===== config.mk =====
export PLATFORM = sky130hd
export DESIGN_NAME = fp32_to_fxp_quant
export DESIGN_NICKNAME = d
export VERILOG_FILES = /design/src/rtl/fp32_pkg.sv /design/src/rtl/fp32_unpack.sv /design/src/rtl/fp32_to_fxp_quant.sv
export SDC_FILE = /design/constraint.sdc
export NUM_CORES = 1
export LEC_CHECK = 0
export ABC_CLOCK_PERIOD_IN_PS = 9700
export BUFFER_PORTS_ARGS = -buffer_cell sky130_fd_sc_hd__buf_2
export CAP_MARGIN = 25
export CORE_MARGIN = 5
export CORE_UTILIZATION = 45
export DETAILED_ROUTE_END_ITERATION = 16
export GPL_TIMING_DRIVEN = 0
export PLACE_DENSITY_LB_ADDON = 0.3
export RECOVER_POWER = 25
export SYNTH_ARGS = -nofsm -noshare
export SYNTH_HDL_FRONTEND = slang
export SYNTH_SLANG_ARGS = --single-unit

===== constraint.sdc =====
create_clock -name clk -period 9.7 [get_ports clk]
set_input_delay 0.485 -clock clk [delete_from_list [all_inputs] [get_ports clk]]
set_output_delay 0.485 -clock clk [all_outputs]
set_load 0.05 [all_outputs]

===== src/rtl/fp32_pkg.sv =====
// Shared fp32 field constants and input classification, used by both the
// quantize (fp32 -> fixed) and dequantize (fixed -> fp32) paths.
package fp32_pkg;

    localparam int FP32_EXP_BIAS  = 127;
    localparam int FP32_MANT_BITS = 23;

    typedef enum logic [1:0] {
        ZERO,
        NORM,
        INF,
        NAN
    } fp_class_t;

endpackage


===== src/rtl/fp32_unpack.sv =====
// Combinational fp32 field splitter: sign, class, biased exponent and the
// 24-bit significand with the hidden bit restored.
module fp32_unpack
    import fp32_pkg::*;
(
    input  logic [31:0]               i_data,
    output logic                      o_sign,
    output fp_class_t                 o_cls,
    output logic [7:0]                o_exp,
    output logic [FP32_MANT_BITS:0]   o_sig
);

    logic [7:0]                w_exp;
    logic [FP32_MANT_BITS-1:0] w_mant;

    assign w_exp  = i_data[30:23];
    assign w_mant = i_data[FP32_MANT_BITS-1:0];
    assign o_sign = i_data[31];
    assign o_exp  = w_exp;
    assign o_sig  = {|w_exp, w_mant};

    // Denormals fold into ZERO: they are far below any fixed-point LSB we support.
    always_comb begin
        o_cls = NORM;
        if (w_exp == 8'h00) begin
            o_cls = ZERO;
        end else if (w_exp == 8'hFF) begin
            o_cls = (w_mant == '0) ? INF : NAN;
        end
    end

endmodule


===== src/rtl/fp32_to_fxp_quant.sv =====
// fp32 -> signed fixed-point quantizer: unpack, align+round (RNE on magnitude),
// then sign+clamp, as a 3-stage pipeline sharing one stall enable.
module fp32_to_fxp_quant
    import fp32_pkg::*;
#(
    parameter int FXP_WIDTH = 32,
    parameter int FRAC_BITS = 16
) (
    input  logic                 clk,
    input  logic                 reset,
    input  logic                 s_valid,
    output logic                 s_ready,
    input  logic [31:0]          s_data,
    output logic                 m_valid,
    input  logic                 m_ready,
    output logic [FXP_WIDTH-1:0] m_data,
    output logic                 m_sat,
    input  logic                 sat_clear,
    output logic [15:0]          sat_count
);

    localparam int SIG_W = FP32_MANT_BITS + 1;
    localparam logic signed [9:0] K_OFFSET   = 10'(FRAC_BITS - FP32_EXP_BIAS - FP32_MANT_BITS);
    localparam logic signed [9:0] K_LEFT_MAX = 10'(FXP_WIDTH - SIG_W);
    localparam logic [FXP_WIDTH:0]   MAG_POS_LIM = {2'b00, {(FXP_WIDTH-1){1'b1}}};
    localparam logic [FXP_WIDTH:0]   MAG_NEG_LIM = {2'b01, {(FXP_WIDTH-1){1'b0}}};
    localparam logic [FXP_WIDTH-1:0] FXP_MAX     = {1'b0, {(FXP_WIDTH-1){1'b1}}};
    localparam logic [FXP_WIDTH-1:0] FXP_MIN     = {1'b1, {(FXP_WIDTH-1){1'b0}}};

    logic                    w_en;
    logic                    w_sign;
    fp_class_t               w_cls;
    logic [7:0]              w_exp;
    logic [SIG_W-1:0]        w_sig;
    logic signed [9:0]       w_k;

    logic                    r_s1_valid, r_s1_sign;
    fp_class_t               r_s1_cls;
    logic [SIG_W-1:0]        r_s1_sig;
    logic signed [9:0]       r_s1_k;

    logic                    r_s2_valid, r_s2_sign, r_s2_ovf;
    fp_class_t               r_s2_cls;
    logic [FXP_WIDTH:0]      r_s2_mag;

    logic                    r_s3_valid, r_s3_sat;
    logic [FXP_WIDTH-1:0]    r_s3_data;
    logic [15:0]             r_sat_count;

    logic [63:0]             w_sig64, w_shr, w_rem, w_round;
    logic [9:0]              w_rsh;
    logic                    w_guard, w_sticky, w_up, w_big;
    logic [FXP_WIDTH-1:0]    w_mag_neg, w_data;
    logic                    w_sat, w_sat_xfer;
    logic [15:0]             w_cnt_next;

    fp32_unpack u_unpack (
        .i_data (s_data),
        .o_sign (w_sign),
        .o_cls  (w_cls),
        .o_exp  (w_exp),
        .o_sig  (w_sig)
    );

    assign w_k     = $signed({2'b00, w_exp}) + K_OFFSET;
    assign w_en    = !r_s3_valid || m_ready;
    assign s_ready = w_en;

    // Align: left shifts that would push the hidden bit past the output are overflow outright.
    always_comb begin
        w_sig64  = {{(64-SIG_W){1'b0}}, r_s1_sig};
        w_rsh    = 10'(-r_s1_k);
        w_shr    = '0;
        w_rem    = '0;
        w_round  = '0;
        w_guard  = 1'b0;
        w_sticky = 1'b0;
        w_up     = 1'b0;
        w_big    = 1'b0;
        if (!r_s1_k[9]) begin
            if (r_s1_k > K_LEFT_MAX) begin
                w_big = 1'b1;
            end else begin
                w_round = w_sig64 << r_s1_k[3:0];
            end
        end else if (w_rsh <= 10'd25) begin
            w_shr    = w_sig64 >> w_rsh;
            w_guard  = w_sig64[w_rsh[5:0] - 6'd1];
            w_rem    = w_sig64 & ((64'd1 << (w_rsh - 10'd1)) - 64'd1);
            w_sticky = |w_rem;
            w_up     = w_guard & (w_sticky | w_shr[0]);
            w_round  = w_shr + {63'd0, w_up};
        end
        if ((w_round >> (FXP_WIDTH + 1)) != 64'd0) begin
            w_big = 1'b1;
        end
    end

    always_comb begin
        w_mag_neg = ~r_s2_mag[FXP_WIDTH-1:0] + 1'b1;
        w_data    = '0;
        w_sat     = 1'b0;
        case (r_s2_cls)
            ZERO: w_sat = 1'b0;
            INF: begin
                w_sat  = 1'b1;
                w_data = r_s2_sign ? FXP_MIN : FXP_MAX;
            end
            NAN: w_sat = 1'b1;
            default: begin
                if (!r_s2_sign) begin
                    if (r_s2_ovf || r_s2_mag > MAG_POS_LIM) begin
                        w_sat  = 1'b1;
                        w_data = FXP_MAX;
                    end else begin
                        w_data = r_s2_mag[FXP_WIDTH-1:0];
                    end
                end else if (r_s2_ovf || r_s2_mag > MAG_NEG_LIM) begin
                    w_sat  = 1'b1;
                    w_data = FXP_MIN;
                end else begin
                    w_data = w_mag_neg;
                end
            end
        endcase
    end

    always_ff @(posedge clk or negedge reset) begin
        if (!reset) begin
            r_s1_valid <= 1'b0;
            r_s1_sign  <= 1'b0;
            r_s1_cls   <= ZERO;
            r_s1_sig   <= '0;
            r_s1_k     <= '0;
            r_s2_valid <= 1'b0;
            r_s2_sign  <= 1'b0;
            r_s2_ovf   <= 1'b0;
            r_s2_cls   <= ZERO;
            r_s2_mag   <= '0;
            r_s3_valid <= 1'b0;
            r_s3_sat   <= 1'b0;
            r_s3_data  <= '0;
        end else if (w_en) begin
            r_s1_valid <= s_valid;
            r_s2_valid <= r_s1_valid;
            r_s3_valid <= r_s2_valid;
            if (s_valid) begin
                r_s1_sign <= w_sign;
                r_s1_cls  <= w_cls;
                r_s1_sig  <= w_sig;
                r_s1_k    <= w_k;
            end
            if (r_s1_valid) begin
                r_s2_sign <= r_s1_sign;
                r_s2_cls  <= r_s1_cls;
                r_s2_ovf  <= w_big;
                r_s2_mag  <= w_round[FXP_WIDTH:0];
            end
            if (r_s2_valid) begin
                r_s3_data <= w_data;
                r_s3_sat  <= w_sat;
            end
        end
    end

    assign w_sat_xfer = r_s3_valid && m_ready && r_s3_sat;

    // A clear coinciding with a saturated transfer still counts that transfer.
    always_comb begin
        w_cnt_next = r_sat_count;
        if (sat_clear) begin
            w_cnt_next = w_sat_xfer ? 16'd1 : 16'd0;
        end else if (w_sat_xfer && r_sat_count != 16'hFFFF) begin
            w_cnt_next = r_sat_count + 16'd1;
        end
    end

    always_ff @(posedge clk or negedge reset) begin
        if (!reset) begin
            r_sat_count <= '0;
        end else begin
            r_sat_count <= w_cnt_next;
        end
    end

    assign m_valid   = r_s3_valid;
    assign m_data    = r_s3_data;
    assign m_sat     = r_s3_sat;
    assign sat_count = r_sat_count;

endmodule


Yosys cells after proc, flatten, opt, wreduce, memory -nomap -nowiden:

Index checks and enable logic that the tools add are counted.

* add/subtract/negate cells: 8
* multipliers: 0
* divide/modulo/power cells: 0
* magnitude comparators: 5
* eq/ne operators: 4
* shift operators: 3
* muxes and demuxes: 23
* bitwise logic cells: 4
* reduce and logical (&&, ||, !) cells: 19

Operators by type and width (count)
* two-way mux 64 bit: 3
* two-way mux 32 bit: 4
* adder 64 x 1 -> 64 bit: 1
* bitwise AND 24 x 64 -> 64 bit: 1
* case mux 32 bit (2 select lines): 1
* nonzero test 64 bit: 1
* OR reduction 64 bit: 1
* << shifter 1 x 10 -> 64 bit, first input constant: 1
* << shifter 24 x 4 -> 64 bit: 1
* right shift 24 x 10 -> 64 bit: 1
* subtractor 64 x 1 -> 64 bit, second input constant: 1
* greater-than comparator 33 x 31 -> 1 bit, second input constant: 1
* greater-than comparator 33 x 32 -> 1 bit, second input constant: 1
* adder 32 x 1 -> 32 bit, second input constant: 1
* two-way mux 16 bit: 2
* NOT 32 bit: 1
* logical NOT 23 bit: 1
* adder 16 x 1 -> 16 bit, second input constant: 1
* != test 16 bit, second input constant: 1
* adder 9 x 9 -> 10 bit, second input constant: 1
* greater-than comparator 10 x 5 -> 1 bit, second input constant: 1
* less-or-equal comparator 10 x 5 -> 1 bit, second input constant: 1
* negator 10 bit: 1
* subtractor 10 x 1 -> 10 bit, second input constant: 1
* 19 further kinds: 36

* bits in registers: 126
* latch bits: 0
* bits in writable memories: 0
* bits in read-only memories: 0
* logic and storage cells: 80
* memories: 0

Logic depth before layout (Yosys ltp):

Gate-level depths: netlist (run 1).

* word-level depth: 13
* depth in mapped cells: 26
* gate-level depth less buffers: 17

By module:

From an unflattened synthesis (run 1), not the netlist that was laid out.

* cell total of the unflattened synthesis: 1373
* area total of the unflattened synthesis: 11069.4 um2

Modules (own cells, without submodules)
* fp32_to_fxp_quant: instances 1, cells each 1326, area an instance 10730.3 um2
* fp32_unpack: instances 1, cells each 47, area an instance 339.1 um2

Worst setup path after synthesis (run 1):

No wires, ideal clock.

* path type: register to register
* start point: register r_s1_k[0]
* end point: register r_s2_mag[0]
* library setup time: 0.124 ns
* data arrival time: 5.141 ns
* required time: 9.576 ns
* slack: 4.435 ns
* cell stages (with the launch flop): 25
* period minus slack after synthesis: 5.265 ns
* cells stage by stage: dfrtp_1 -> buf_6 -> buf_2 -> buf_2 -> buf_2 -> inv_1 -> clkbuf_1 -> ha_1 -> buf_2 -> or3b_1 -> buf_4 -> nor3_2 -> nor2_1 -> o32ai_2 -> nor3_1 -> nor3b_1 -> nand3_1 -> ha_1 -> inv_1 -> a21oi_1 -> a32oi_1 -> o22ai_1 -> a2111oi_0 -> nand4_1 -> o31a_1

* longest elaborated chain between the ends: 11

RTL lines
* from (decl): line fp32_to_fxp_quant.sv:40 `logic signed [9:0] r_s1_k;`
* from (signal assigned): line fp32_to_fxp_quant.sv:151 `r_s1_k <= w_k;`
* negator 10 bit: line fp32_to_fxp_quant.sv:72 `w_rsh = 10'(-r_s1_k);`
* subtractor 10 x 1 -> 10 bit: line fp32_to_fxp_quant.sv:89 `w_rem = w_sig64 & ((64'd1 << (w_rsh - 10'd1)) - 64'd1);`
* << shifter 1 x 10 -> 64 bit: line fp32_to_fxp_quant.sv:89
* subtractor 64 x 1 -> 64 bit: line fp32_to_fxp_quant.sv:89
* bitwise AND 24 x 64 -> 64 bit: line fp32_to_fxp_quant.sv:89
* OR reduction 64 bit: line fp32_to_fxp_quant.sv:90 `w_sticky = |w_rem;`
* bitwise OR 1 bit: line fp32_to_fxp_quant.sv:91 `w_up = w_guard & (w_sticky | w_shr[0]);`
* bitwise AND 1 bit: line fp32_to_fxp_quant.sv:91
* adder 64 x 1 -> 64 bit: line fp32_to_fxp_quant.sv:92 `w_round = w_shr + {63'd0, w_up};`
* two-way mux 64 bit: line fp32_to_fxp_quant.sv:86 `end else if (w_rsh <= 10'd25) begin`
* two-way mux 64 bit *: line fp32_to_fxp_quant.sv:80 `if (!r_s1_k[9]) begin`
* to (signal assigned): line fp32_to_fxp_quant.sv:157 `r_s2_mag <= w_round[FXP_WIDTH:0];`
* to (decl): line fp32_to_fxp_quant.sv:44 `logic [FXP_WIDTH:0] r_s2_mag;`

Every way passes the cells marked *; elsewhere a longest branch is shown, timed or not. The select of a mux whose other input is x is not followed.
A chain may end at the register's enable or synchronous reset.

Worst setup path after layout (run 1):

Same ends and word-level chain as after synthesis.

==> results of run 1 <==
synth_stat cells (9+ instances only):
library cell / instances
ha_1: 9
nand3b_1: 18
o211ai_1: 12
o311ai_0: 11
nand4_1: 26
clkbuf_1: 71
mux2i_1: 47
o31ai_1: 12
nor4_1: 18
nand2b_1: 20
nand2_1: 160
xnor2_1: 21
xor2_1: 23
o21a_1: 9
nand3_1: 39
a31oi_1: 22
a211oi_1: 12
dfrtp_1: 126
and3_1: 9
a22oi_1: 10
o22a_1: 17
nor2b_1: 11
o21ai_1: 15
mux4_2: 33
nor2_1: 136
o21ai_0: 86
inv_1: 22
nor3_1: 41
buf_2: 17
mux2_2: 40
a21oi_1: 73
or3_1: 23
placed cells by master, fill, tap and decap left out, types with 10 or more instances in the layout:
cell type / n
clkbuf_1: 73
o21ai_1: 15
nor4_1: 18
nand4_1: 26
a21oi_1: 73
o21ai_0: 86
nor3_1: 41
o311ai_0: 11
nand2_1: 160
o22a_1: 17
mux2i_1: 47
a31oi_1: 22
or3_1: 23
a211oi_1: 12
nor2_1: 136
mux2_2: 40
mux4_2: 33
nand3_1: 39
xnor2_1: 21
nand2b_1: 20
inv_1: 22
dfrtp_1: 126
o211ai_1: 12
a22oi_1: 10
xor2_1: 23
nand3b_1: 18
clkbuf_16: 17
nor2b_1: 11
o31ai_1: 12
buf_2: 102
where the power goes:
group	internal, mW	switching [mW]
Clock	0.367	0.290
Combinational	0.806	1.56
Sequential	0.671	0.166
worst register-to-register path: stages, from the launching register on:
cell and delay, ps:
dfrtp_1 370, buf_6 160, buf_2 310, buf_2 320, buf_2 340, inv_1 230, clkbuf_1 320, ha_1 470
nor2_1 600, o31a_1 350, nand3_1 110, o32ai_2 330, nor3_1 130, nor3b_1 420, nand3_1 130, ha_1 290
inv_1 230, a21oi_1 90, a32oi_1 390, o22ai_1 140, a2111oi_0 580, nand4_1 220, o31a_1 370
per-stage QoR:
| stage | setup slack (ps) | cell area [um2] | hold WS, ps |
|---|---|---|---|
| floorplan | 4440 | 11000 | 189 |
| global placement | 2780 | 11900 | 446 |
| detailed placement | 2770 | 11900 | 410 |
| CTS | 2740 | 12500 | 278 |
| global route | 1550 | 12500 | 288 |
| finish | 2670 | 12500 | 292 |
cell families (layout without fill, tap and decap cells):
group / count (synthesis) / in the layout / synth area share, %
flip-flops: 126 / 126 / 28.6
buffers and inverters: 127 / 247 / 4.89
multiplexers: 120 / 120 / 15.1
adder cells (fa/ha/maj): 9 / 9 / 1.02
XOR/XNOR: 45 / 45 / 3.64
AND/OR/NAND/NOR: 559 / 559 / 25.5
AO/OA/AOI/OAI: 348 / 348 / 21.2
metal layers:
metal  global-route usage, %  vias up  wire length (um)
met4                    9.53        0              1340
met1                    36.7     5346             15800
met2                    43.2      579             17600
met5                       0        -                 0
li1                        -     5210                 -
met3                    5.43      100              3360
sequential cells by signal, summed over array words and instances (netlist names), 2 cells and up:
register	cells
r_s1_sig	24
m_data	32
sat_count	16
r_s1_k	10
r_s2_mag	33
r_s1_cls	2
r_s2_cls	2
final cells by class:
cell class | instances | area (um2) | share of cell area [%]
multi-input cells | 1081 | 7330 | 58.8
flip-flops and latches | 126 | 3150 | 25.3
plain buffers | 104 | 453 | 3.63
repair buffers | 88 | 443 | 3.55
clock buffers | 17 | 425 | 3.41
well taps | 324 | 405 | 3.25
clock inverters | 15 | 168 | 1.34
inverters | 23 | 86.3 | 0.692
worst max path at each step:
| stage | from | endpoint | slack (ps) | depth (start not counted) |
|---|---|---|---|---|
| 2_1_floorplan | r_s1_k[0] | r_s2_mag[0] | 4440 | 24 |
| 3_3_place_gp | r_s1_k[0] | r_s2_mag[0] | 2780 | 22 |
| 3_5_place_dp | r_s1_k[0] | r_s2_mag[0] | 2770 | 22 |
| 4_1_cts | r_s1_k[0] | r_s2_mag[0] | 2740 | 22 |
| 5_1_grt | reset | r_s2_mag[30] | 1550 | 3 |
| 6_report | r_s1_k[0] | r_s2_mag[0] | 2670 | 22 |
what timing repair did:
action	in CTS	in global routing
endpoints found under the hold margin	37	0
hold buffers	1	0
setup buffers	0	0
==> impl_metrics.ini, run 1 <==
[global_routing]
grt_max_degree = 90
grt_pass1_vias = 10700
grt_pass1_wl_um = 60800
grt-ovfl-total = 0
track_usage_pct = 27.0
antenna_found_initial = 0

[clock_network]
tritoncts = done
clock-root-buffer = clkbuf_16
htree_num_levels = 4
cts.clk_slew.worst_paths_ps = 60
cts_inserted_buffers = 17
numClockSinks = 126
cts-resized-gates = 0
clockBufferDepth = 2
clk_latency_ps = 430

[worst_setup_path]
cpMostUsedCell = buf_2
critPathKind = reg2reg
crit_buf_inv = 7
cp_cell_sequence = buf_6 -> buf_2 -> buf_2 -> buf_2 -> inv_1 -> clkbuf_1 -> ha_1 -> nor2_1 -> o31a_1 -> nand3_1 -> o32ai_2 -> nor3_1 -> nor3b_1 -> nand3_1 -> ha_1 -> inv_1 -> a21oi_1 -> a32oi_1 -> o22ai_1 -> a2111oi_0 -> nand4_1 -> o31a_1
cp_slowest_cell = nor2_1
start_kind = flip-flop
crit_fanout = 11
r2r_slack_ps = 2670
critPathRequiredTime_ps = 10000
crit_arrival_ps = 7330
r2r_cells = 22
reg2reg_to = r_s2_mag[0]
critPathMaxStageDelay_ps = 600
end_kind = flip-flop
r2r-start = r_s1_k[0]
path_delay_family = compound AO/OA/AOI/OAI gates

[synthesis]
synth-seq-cells = 126
netlist_instances = 1334
synth_nets = 1380
yosys.area.top_type = dfrtp_1
ys_types = 93
avgSynthCellArea_um2 = 8.27
mappedNetlistArea_mm2 = 0.0110
synth_warnings = 0
synth-async-reset-ratio_pct = 100
ys_top_cells_by_area = dfrtp_1 29%, mux4_2 6.7%, nand2_1 5.4%
seq_area_frac_synth_pct = 28.6
synth_edf_count = 0
synthFlopType = dfrtp_1
netlist.area_leader.share_pct = 28.6

[power]
powerDensity_mw_per_mm2 = 310
power_mw = 3.86
power.leakage_nw = 4.85
worst_ir_drop_vdd_v = 0.000165

[hold_path]
hp-class = in2reg
hp-start = s_data[31]
min_path_cells = 2
min_to = r_s1_sign

[detailed_routing]
routedWlPerCell_um = 21.4
dr_total_vias = 11200
drc = 0
via_per_inst = 6.32
drtIter0Drc = 1036
ant_nets = 0
dr.pass1.iters = 5
routed_wl_um = 38100

[final_layout]
final_cells = 1778
diodes = 0
fin_nets = 1487
nFillCells = 2351
area.growth.synth_to_final_pct = 13.1
drive_above_1_share_pct = 17.2
fin_util_pct = 51.4

[die]
initial_core_util_pct = 45.5
pin_count = 88
die_y_um = 167
rows = 57
dieWidth_um = 167
core_area_mm2 = 0.0242
die-area_mm2 = 0.0277

[sta]
setup_violations = 0
hold_violations = 0
fmax_ghz = 0.142
fin_crit_ps = 7030
worstMarginPinSlew_ps = 4900
maxSlewHeadroom_pct = -227
maxSlewViolCount = 129
final.setup.tns_ps = 0
fin_skew_ps = 9.83
rsz0062_at_grt = no
fin_crit_sh_pct = 72.5

[place]
dpl.hpwl_um = 29500
io_buffers = 86
gp_congestion = 0.991
place_inst = 1745

[run_status]
outcome = complete, but fails checks
violations = max-capacitance violations, max-slew violations

[job]
drv_cap = 2
(Power assumes the default switching activity.)
==> run 2: changes to the inputs <==
--- a/config.mk
+++ b/config.mk
@@ -5,7 +5,7 @@
 export SDC_FILE = /design/constraint.sdc
 export NUM_CORES = 1
 export LEC_CHECK = 0
-export ABC_CLOCK_PERIOD_IN_PS = 9700
+export ABC_CLOCK_PERIOD_IN_PS = 7200
 export BUFFER_PORTS_ARGS = -buffer_cell sky130_fd_sc_hd__buf_2
 export CAP_MARGIN = 25
 export CORE_MARGIN = 5
==> constraint.sdc (replaced) <==
create_clock -name clk -period 7.2 [get_ports clk]
set_input_delay 0.36 -clock clk [delete_from_list [all_inputs] [get_ports clk]]
set_output_delay 0.36 -clock clk [all_outputs]
set_load 0.05 [all_outputs]
==> run 2 against run 1 <==
Net effect:
- clock skew is essentially flat
- largest cell class unchanged
- maximum frequency up 5.1%
- global-route usage stayed put
- critical path depth increased by 3
- cell area rose by 0.21%
- register-to-register slack got worse by 2200 ps
- largest power group unchanged
- clock-buffer cell count unchanged
- via count rose by 0.55%
- total power up 35%
- the flow still finishes with violations (max-capacitance violations, max-slew violations)
- highest routed layer unchanged
==> impl_metrics.ini, run 2 (synthesis results as in run 1) <==
[worst_setup_path]
cp_slowest_cell = a2111oi_1
end_kind = flip-flop
r2r-start = r_s1_k[0]
critPathRequiredTime_ps = 7510
r2r_cells = 25
critPathKind = reg2reg
crit_arrival_ps = 7000
crit_fanout = 11
r2r_slack_ps = 510
start_kind = flip-flop
cpMostUsedCell = buf_2
startpoint = r_s1_k[0]
critPathMaxStageDelay_ps = 490
reg2reg_to = r_s2_mag[0]

[sta]
fin_crit_sh_pct = 92.9
final.setup.tns_ps = 0
worstMarginPinSlew_ps = 2290
hold_violations = 0
maxSlewHeadroom_pct = -52.8
fin_skew_ps = 9.60
setup_violations = 0
fmax_ghz = 0.150
maxSlewViolCount = 129
whs_ps = 164
fin_crit_ps = 6690
rsz0062_at_grt = no

[final_layout]
drive_above_1_share_pct = 17.5
regMostFlops = r_s2_mag
area.growth.synth_to_final_pct = 13.3
mostFrequentLayoutCells = 160 x nand2_1, 135 x nor2_1, 126 x dfrtp_1, 102 x buf_2, 86 x o21ai_0
fin_util_pct = 51.5
fin_nets = 1487
stdcell_area_mm2 = 0.0125
diodes = 0
largest_register_ffs = 33
final_common_cell = nand2_1

[global_routing]
grt_pass1_wl_um = 60800
track_usage_pct = 27.0
grt_pass1_vias = 10700
grt_max_degree = 90
antenna_found_initial = 0
grt-ovfl-total = 0

[detailed_routing]
via_per_inst = 6.35
dr.pass1.iters = 7
drtIter0Drc = 1023
ant_nets = 0
routed_wl_um = 38300
drc = 0
dr_total_vias = 11300
routedWlPerCell_um = 21.5

[place]
gp_congestion = 0.991
dpl_cell_area_mm2 = 0.0119
dpl.hpwl_um = 29500
io_buffers = 86

[power]
internal_power_mw = 2.48
powerDensity_mw_per_mm2 = 418
swShare_pct = 52.4
worst_ir_drop_vdd_v = 0.000223
power.leakage_nw = 4.88
pwr-share-clk_pct = 17.0
switchingPower_mw = 2.73
pwr-share-comb_pct = 61.4
p_seq_share_pct = 21.6

[clock_network]
clk_latency_ps = 430
numClockSinks = 126
cts_inserted_buffers = 17
tritoncts = done
cts.clk_slew.worst_paths_ps = 70
clockBufferDepth = 2
htree_num_levels = 4
cts_setup_buffers = 0
clock-root-buffer = clkbuf_16

[run_status]
outcome = complete, but fails checks
violations = max-capacitance violations, max-slew violations

[job]
drv_cap = 2

[hold_path]
hp-class = in2reg
min_to = r_s1_sign
hp-start = s_data[31]
min_path_cells = 2

[die]
die-area_mm2 = 0.0277
pin_count = 88
initial_core_util_pct = 45.5
dieWidth_um = 167
rows = 57
die_y_um = 167
core_area_mm2 = 0.0242
run 2: cell counts in the layout (fill, tap and decap cells not counted):
No cell type changed its count.
run 2: routing by layer:
metal | vias up | global-route usage [%] | wire length, um
met5 | - | 0 | 0
met3 | 124 | 5.43 | 3340
met4 | 0 | 9.53 | 1510
met1 | 5367 | 36.7 | 15900
li1 | 5199 | - | -
met2 | 607 | 43.2 | 17500
run 2: final cells by class:
class	instances	area (um2)
fill	2349	11800
sequential	126	3150
inverter	23	86.3
clock inverter	15	168
buffer	104	454
timing repair buffer	88	444
tap	324	405
multi-input combinational	1081	7360
clock buffer	17	425
run 2: how the worst max path moves through the flow:
stage / cells after the start / slack [ps] / to
CTS: 22 / 240 / r_s2_mag[0]
global placement: 22 / 280 / r_s2_mag[0]
global route: 25 / 50 / r_s2_mag[0]
detailed placement: 22 / 270 / r_s2_mag[0]
finish: 25 / 510 / r_s2_mag[0]
floorplan: 24 / 1940 / r_s2_mag[0]
run 2: timing repair:
item | 4_1_cts | 5_1_grt
setup endpoints to repair | 0 | 6
hold endpoints to repair | 37 | 0
gates resized for setup | 0 | 7
hold buffers | 1 | 0
run 2: metrics by stage:
step | setup slack, ps | power, mW | instances
CTS | 237 | 5.15 | 1778
detailed placement | 275 | 4.25 | 1745
global route | 45.9 | 5.51 | 1778
global placement | 279 | 4.23 | 1744
floorplan | 1940 | 3.39 | 1334
finish | 512 | 5.22 | 1778
run 2: critical path, delay by kind of cell (launching register included):
| family | cells | cell delay, ps |
|---|---|---|
| AOI/OAI and AO/OA | 5 | 1490 |
| adders and majority gates | 2 | 550 |
| and+or+nand+nor | 5 | 860 |
| buffers and inverters | 11 | 2850 |
| DFF | 1 | 370 |
| xor gates and xnor gates | 2 | 430 |
run 2: power groups by stage:
stage | Sequential, mW | Combinational (mW) | Clock, mW
2_1_floorplan | 1.41 | 1.98 | 0
3_3_place_gp | 1.12 | 3.10 | 0
3_5_place_dp | 1.13 | 3.12 | 0
4_1_cts | 1.12 | 3.14 | 0.896
5_1_grt | 1.15 | 3.43 | 0.929
6_report | 1.13 | 3.20 | 0.886
